## src/rtl/spi_master_ctrl.sv

```systemverilog
// SPI master: one DATA_WIDTH-bit full-duplex transfer per accepted request,
// programmable sclk half-period, clock polarity/phase and bit order.
module spi_master_ctrl #(
  parameter int DATA_WIDTH = 8,
  parameter int HALF_DIV   = 2,
  parameter int CPOL       = 0,
  parameter int CPHA       = 0,
  parameter int MSB_FIRST  = 1
) (
  input  logic                  clk,
  input  logic                  rst,
  input  logic                  tx_valid,
  input  logic [DATA_WIDTH-1:0] tx_data,
  output logic                  tx_ready,
  output logic                  rx_valid,
  output logic [DATA_WIDTH-1:0] rx_data,
  output logic                  busy,
  output logic                  sclk,
  output logic                  ss_n,
  output logic                  mosi,
  input  logic                  miso
);
  // Handshake: a request transfers on a cycle where tx_valid && tx_ready;
  // tx_ready is high only in IDLE and tx_valid/tx_data are ignored otherwise.
  typedef enum logic [2:0] {IDLE, SETUP, SHIFT, HOLD, GAP} state_t;

  localparam int DIV_W  = (HALF_DIV > 1) ? $clog2(HALF_DIV) : 1;
  localparam int EDGE_W = $clog2(2 * DATA_WIDTH);
  localparam logic [DIV_W-1:0]  DIV_LAST  = DIV_W'(HALF_DIV - 1);
  localparam logic [EDGE_W-1:0] EDGE_LAST = EDGE_W'(2 * DATA_WIDTH - 1);
  localparam logic SCLK_IDLE = (CPOL != 0);
  localparam logic MSB       = (MSB_FIRST != 0);
  localparam logic PHASE1    = (CPHA != 0);

  state_t state, next_state;
  logic [DIV_W-1:0]      div_cnt;
  logic [EDGE_W-1:0]     edge_cnt;
  logic [DATA_WIDTH-1:0] tx_sr, rx_sr;

  logic phase_done, last_edge, leading;
  logic first_bit, tx_head, tx_next_head;
  logic [DATA_WIDTH-1:0] tx_shifted, rx_next;

  assign phase_done = (div_cnt == DIV_LAST);
  assign last_edge  = (edge_cnt == EDGE_LAST);
  // Even edge indices move sclk away from idle, odd ones bring it back.
  assign leading    = ~edge_cnt[0];

  assign first_bit    = MSB ? tx_data[DATA_WIDTH-1] : tx_data[0];
  assign tx_head      = MSB ? tx_sr[DATA_WIDTH-1] : tx_sr[0];
  assign tx_next_head = MSB ? tx_sr[DATA_WIDTH-2] : tx_sr[1];
  assign tx_shifted   = MSB ? {tx_sr[DATA_WIDTH-2:0], 1'b0} : {1'b0, tx_sr[DATA_WIDTH-1:1]};
  assign rx_next      = MSB ? {rx_sr[DATA_WIDTH-2:0], miso} : {miso, rx_sr[DATA_WIDTH-1:1]};

  always_ff @(posedge clk or posedge rst) begin
    if (rst) state <= IDLE;
    else     state <= next_state;
  end

  always_comb begin
    next_state = state;
    unique case (state)
      IDLE:    if (tx_valid) next_state = SETUP;
      SETUP:   if (phase_done) next_state = SHIFT;
      SHIFT:   if (phase_done && last_edge) next_state = HOLD;
      HOLD:    if (phase_done) next_state = GAP;
      GAP:     if (phase_done) next_state = IDLE;
      default: next_state = IDLE;
    endcase
  end

  always_comb begin
    tx_ready = (state == IDLE);
    busy     = (state != IDLE);
  end

  always_ff @(posedge clk or posedge rst) begin
    if (rst) begin
      div_cnt  <= '0;
      edge_cnt <= '0;
      tx_sr    <= '0;
      rx_sr    <= '0;
      rx_data  <= '0;
      rx_valid <= 1'b0;
      sclk     <= SCLK_IDLE;
      ss_n     <= 1'b1;
      mosi     <= 1'b0;
    end else begin
      rx_valid <= 1'b0;
      if (state == IDLE || phase_done) div_cnt <= '0;
      else                             div_cnt <= div_cnt + 1'b1;
      if (state != SHIFT)  edge_cnt <= '0;
      else if (phase_done) edge_cnt <= edge_cnt + 1'b1;

      unique case (state)
        IDLE: if (tx_valid) begin
          tx_sr <= tx_data;
          rx_sr <= '0;
          ss_n  <= 1'b0;
          if (!PHASE1) mosi <= first_bit;
        end
        SHIFT: if (phase_done) begin
          sclk <= ~sclk;
          // miso is captured on the clk edge that registers the sampling sclk edge.
          if (leading) begin
            if (!PHASE1) rx_sr <= rx_next;
            else begin
              mosi  <= tx_head;
              tx_sr <= tx_shifted;
            end
          end else begin
            if (PHASE1) rx_sr <= rx_next;
            else if (!last_edge) begin
              mosi  <= tx_next_head;
              tx_sr <= tx_shifted;
            end
          end
        end
        HOLD: if (phase_done) begin
          ss_n     <= 1'b1;
          rx_data  <= rx_sr;
          rx_valid <= 1'b1;
        end
        default: ;
      endcase
    end
  end
endmodule

```

## config.mk

```make
export PLATFORM = sky130hd
export DESIGN_NAME = spi_master_ctrl
export DESIGN_NICKNAME = d
export VERILOG_FILES = /design/src/rtl/spi_master_ctrl.sv
export SDC_FILE = /design/constraint.sdc
export NUM_CORES = 1
export LEC_CHECK = 0
export ABC_CLOCK_PERIOD_IN_PS = 1300
export CAP_MARGIN = 15
export CORE_MARGIN = 2
export CORE_UTILIZATION = 47
export DETAILED_ROUTE_END_ITERATION = 8
export PLACE_DENSITY = 0.74
export SYNTH_ARGS = -nofsm -noshare
export SYNTH_HDL_FRONTEND = slang
export SYNTH_SLANG_ARGS = --single-unit
```

## constraint.sdc

```tcl
create_clock -name clk -period 1.3 [get_ports clk]
set_input_delay 0.325 -clock clk [delete_from_list [all_inputs] [get_ports clk]]
set_output_delay 0.325 -clock clk [all_outputs]
set_load 0.05 [all_outputs]
```

==> impl_metrics.ini <==
[setup_path]
max_stage_delay_ns = 0.43
cp.required_ns = 0.98
end_kind = output pin
arrival_ns = 1.38
setup.worst_path.start_class = register
setup.worst_path.class = reg2out
path_max_fanout = 2
crit_slowest_cell = dfrtp_2
reg2reg_slack_ns = -0.29
path_cells = or3_4 > clkinvlp_4 > buf_12

[detailed_routing]
drc = 0
drt_wl_total_mm = 3.899
drtPass1Iterations = 4
drtIter0Drc = 81
avgRoutedWirePerCell_um = 15.17
via_per_inst = 5.183
ant_nets = 0
vias = 1332

[yosys]
synth_area_leaders = dfrtp_1, mux2i_1, nand2_1
ys_seq_area_share_pct = 54.05
syn_nets = 167
yosysUniqueCellTypes = 35
synth-seq-cells = 35
synth_area_um2 = 1623
synthCells = 154
syn_area_per_cell_um2 = 10.54
ys.warnings.count = 0
yosysTopAreaCellShare_pct = 52.43
yosysTopAreaCell = dfrtp_1

[power_and_ir_drop]
p_clk_share_pct = 10.9
power_frac_comb_pct = 61.7
p_int_mw = 3.722
ir_drop_uv = 1441
seq_power_share_pct = 27.5
power.density_nw_per_um2 = 2539
power.switching_mw = 2.557
total_power_mw = 6.280
p_leak_nw = 1.094
switching_share_pct = 40.73

[global_routing]
grt_pass1_wl_mm = 6.320
grt_max_degree = 36
grt_pass1_vias = 1347
grt.total_usage_pct = 20.86
grt_antenna_before_repair = 0
gr-total-overflow = 0

[timing]
relSlewSlack_pct = 85.37
timing.final.max_slew_violations = 0
clock_skew_ns = 0.009742
fin_hold_ws_ns = 0.3241
timing.final.ws_setup_ns = -0.4013
rsz0062_at_grt = yes
period_share_pct = 130.9
worst_slew_pin_slew_ns = 0.2179
period_needed_ns = 1.701
hold_violations = 0
setup_violations = 33
fmaxAchievable_ghz = 0.5878
totalNegativeSetupSlack_ns = -6.332

[cts]
htreeDepth = 2
cts_tree = done
worstSkewPairLatency_ns = 0.34
cts_root_buf = clkbuf_4
cts_buffer_depth = 2
clk_pin_slew_ns = 0.11
cts_sinks = 35
cts_buffers = 5

[final_layout]
area_delta_synth_final_pct = 52.43
antennaDiodeCount = 0
drive_above_1_share_pct = 37.44
nets = 223
utilization_pct = 74.13

[floorplanning]
initial_utilization_pct = 48.63
die_h_um = 62.76
num_rows = 21
die_w_um = 62.76
dieArea_um2 = 3939
num_io_pins = 26
core-area_um2 = 3337

[placed_design]
port_buffers = 25
pre_cts_slack_ns = -0.3673
globalplace.congestion = 0.7651
dpl.hpwl_mm = 2.393

[run_status]
outcome = complete, but fails checks
violations = setup timing

[hold_path]
hp-class = in2async

[run]
timing.max_cap.violations = 0
-- worst max-delay path, delay by kind of cell (launching register included) --
kind                   cells  cell delay [ns]
buffers and inverters      2             0.23
DFF                        1             0.43
and+or+nand+nor            1             0.38
-- power by group through the flow --
stage	registers, mW	logic [mW]	clock network [mW]
final	1.73	3.87	0.682
after global routing	1.76	4.08	0.745
after CTS	1.72	3.45	0.689
after detailed placement	1.78	3.16	0
after global placement	1.76	3.08	0
after floorplan	2.10	1.51	0
-- cells in the final DEF (no fill, tap or decap), types with 3 or more instances in the layout --
master	netlist	layout
buf_6	2	11
buf_12	0	15
buf_4	1	18
o21ai_1	0	5
a41oi_1	7	5
o22a_1	6	6
xor2_1	3	3
inv_1	19	18
mux2i_1	10	8
dfrtp_1	34	33
nand2_1	21	19
nor2_1	14	13
clkbuf_4	0	5
clkdlybuf4s50_1	0	11
-- cells by family (layout without fill, tap and decap cells) --
logic type      after synthesis  after routing  synth area share [%]
flops                        35             35                 54.05
mux                          10             10                 6.168
fa+ha+maj                     1              1                0.7709
xor+xnor                      5              5                 2.699
compound gates               27             27                 13.11
simple gates                 49             49                 15.58
buf+inv                      27             84                 7.633
-- flip-flops by register name, summed over array words and instances (netlist names) --
| signal | count |
|---|---|
| rx_sr | 8 |
| edge_cnt | 4 |
| state | 3 |
| tx_sr | 7 |
| div_cnt | 1 |
| sclk | 1 |
| mosi | 1 |
| rx_valid | 1 |
| rx_data | 8 |
| ss_n | 1 |
-- synth_stat cells --
master,instances
or3b_2,1
nand3b_1,1
inv_1,19
nand2_1,21
buf_2,3
o22ai_1,1
or2_0,1
or2_4,1
nand4_1,1
xnor2_1,2
nand2b_1,1
ha_1,1
nor4_4,1
nand3_1,1
mux2i_1,10
and3b_1,1
or3_1,1
xor2_1,3
nor2b_1,1
o21ai_0,8
a21oi_4,1
buf_4,1
buf_6,2
dfrtp_1,34
nand4b_1,1
nor2_1,14
o211ai_1,1
a31o_2,1
o22a_2,2
and4_1,1
dfstp_2,1
nor3b_2,1
a41oi_1,7
clkbuf_1,2
o22a_1,6
-- path summary, 6_finish.rpt --
check / start / end / depth (start not counted)
max in group asynchronous: rst / ss_n / 3
min: rst / edge_cnt[3] / 3
max: state[1] / tx_ready / 3
max reg2reg: state[1] / tx_sr[5] / 6
min reg2reg: tx_sr[2] / tx_sr[2] / 1
min in group clk: tx_sr[2] / tx_sr[2] / 1
-- repair_timing --
action	4_1_cts	5_1_grt
gates resized for setup	17	27
pin swaps	6	12
buffers inserted	4	9
cloned	1	2
endpoints found under the setup margin	26	34
hold buffers	0	0
-- area by class of cell --
class | instances | area [um2]
sequential | 35 | 878.3
multi-input combinational | 92 | 704.4
clock buffer | 8 | 68.82
timing repair buffer | 57 | 689.4
inverter | 19 | 75.07
tap | 46 | 57.56
fill | 253 | 863.3
-- routing by layer --
layer	up-vias	part of all wire [%]	GRT usage [%]
met5	-	0	0
met2	31	53	35.75
li1	630	-	-
met3	11	3.8	6.486
met1	660	41	25.03
met4	0	2.2	6.667
-- stage by stage --
stage          cell area, um2  instances
2_1_floorplan            1638        154
3_3_place_gp             2175        235
3_5_place_dp             2175        235
4_1_cts                  2333        248
5_1_grt                  2474        257
6_report                 2474        257
(Power assumes the default switching activity.)
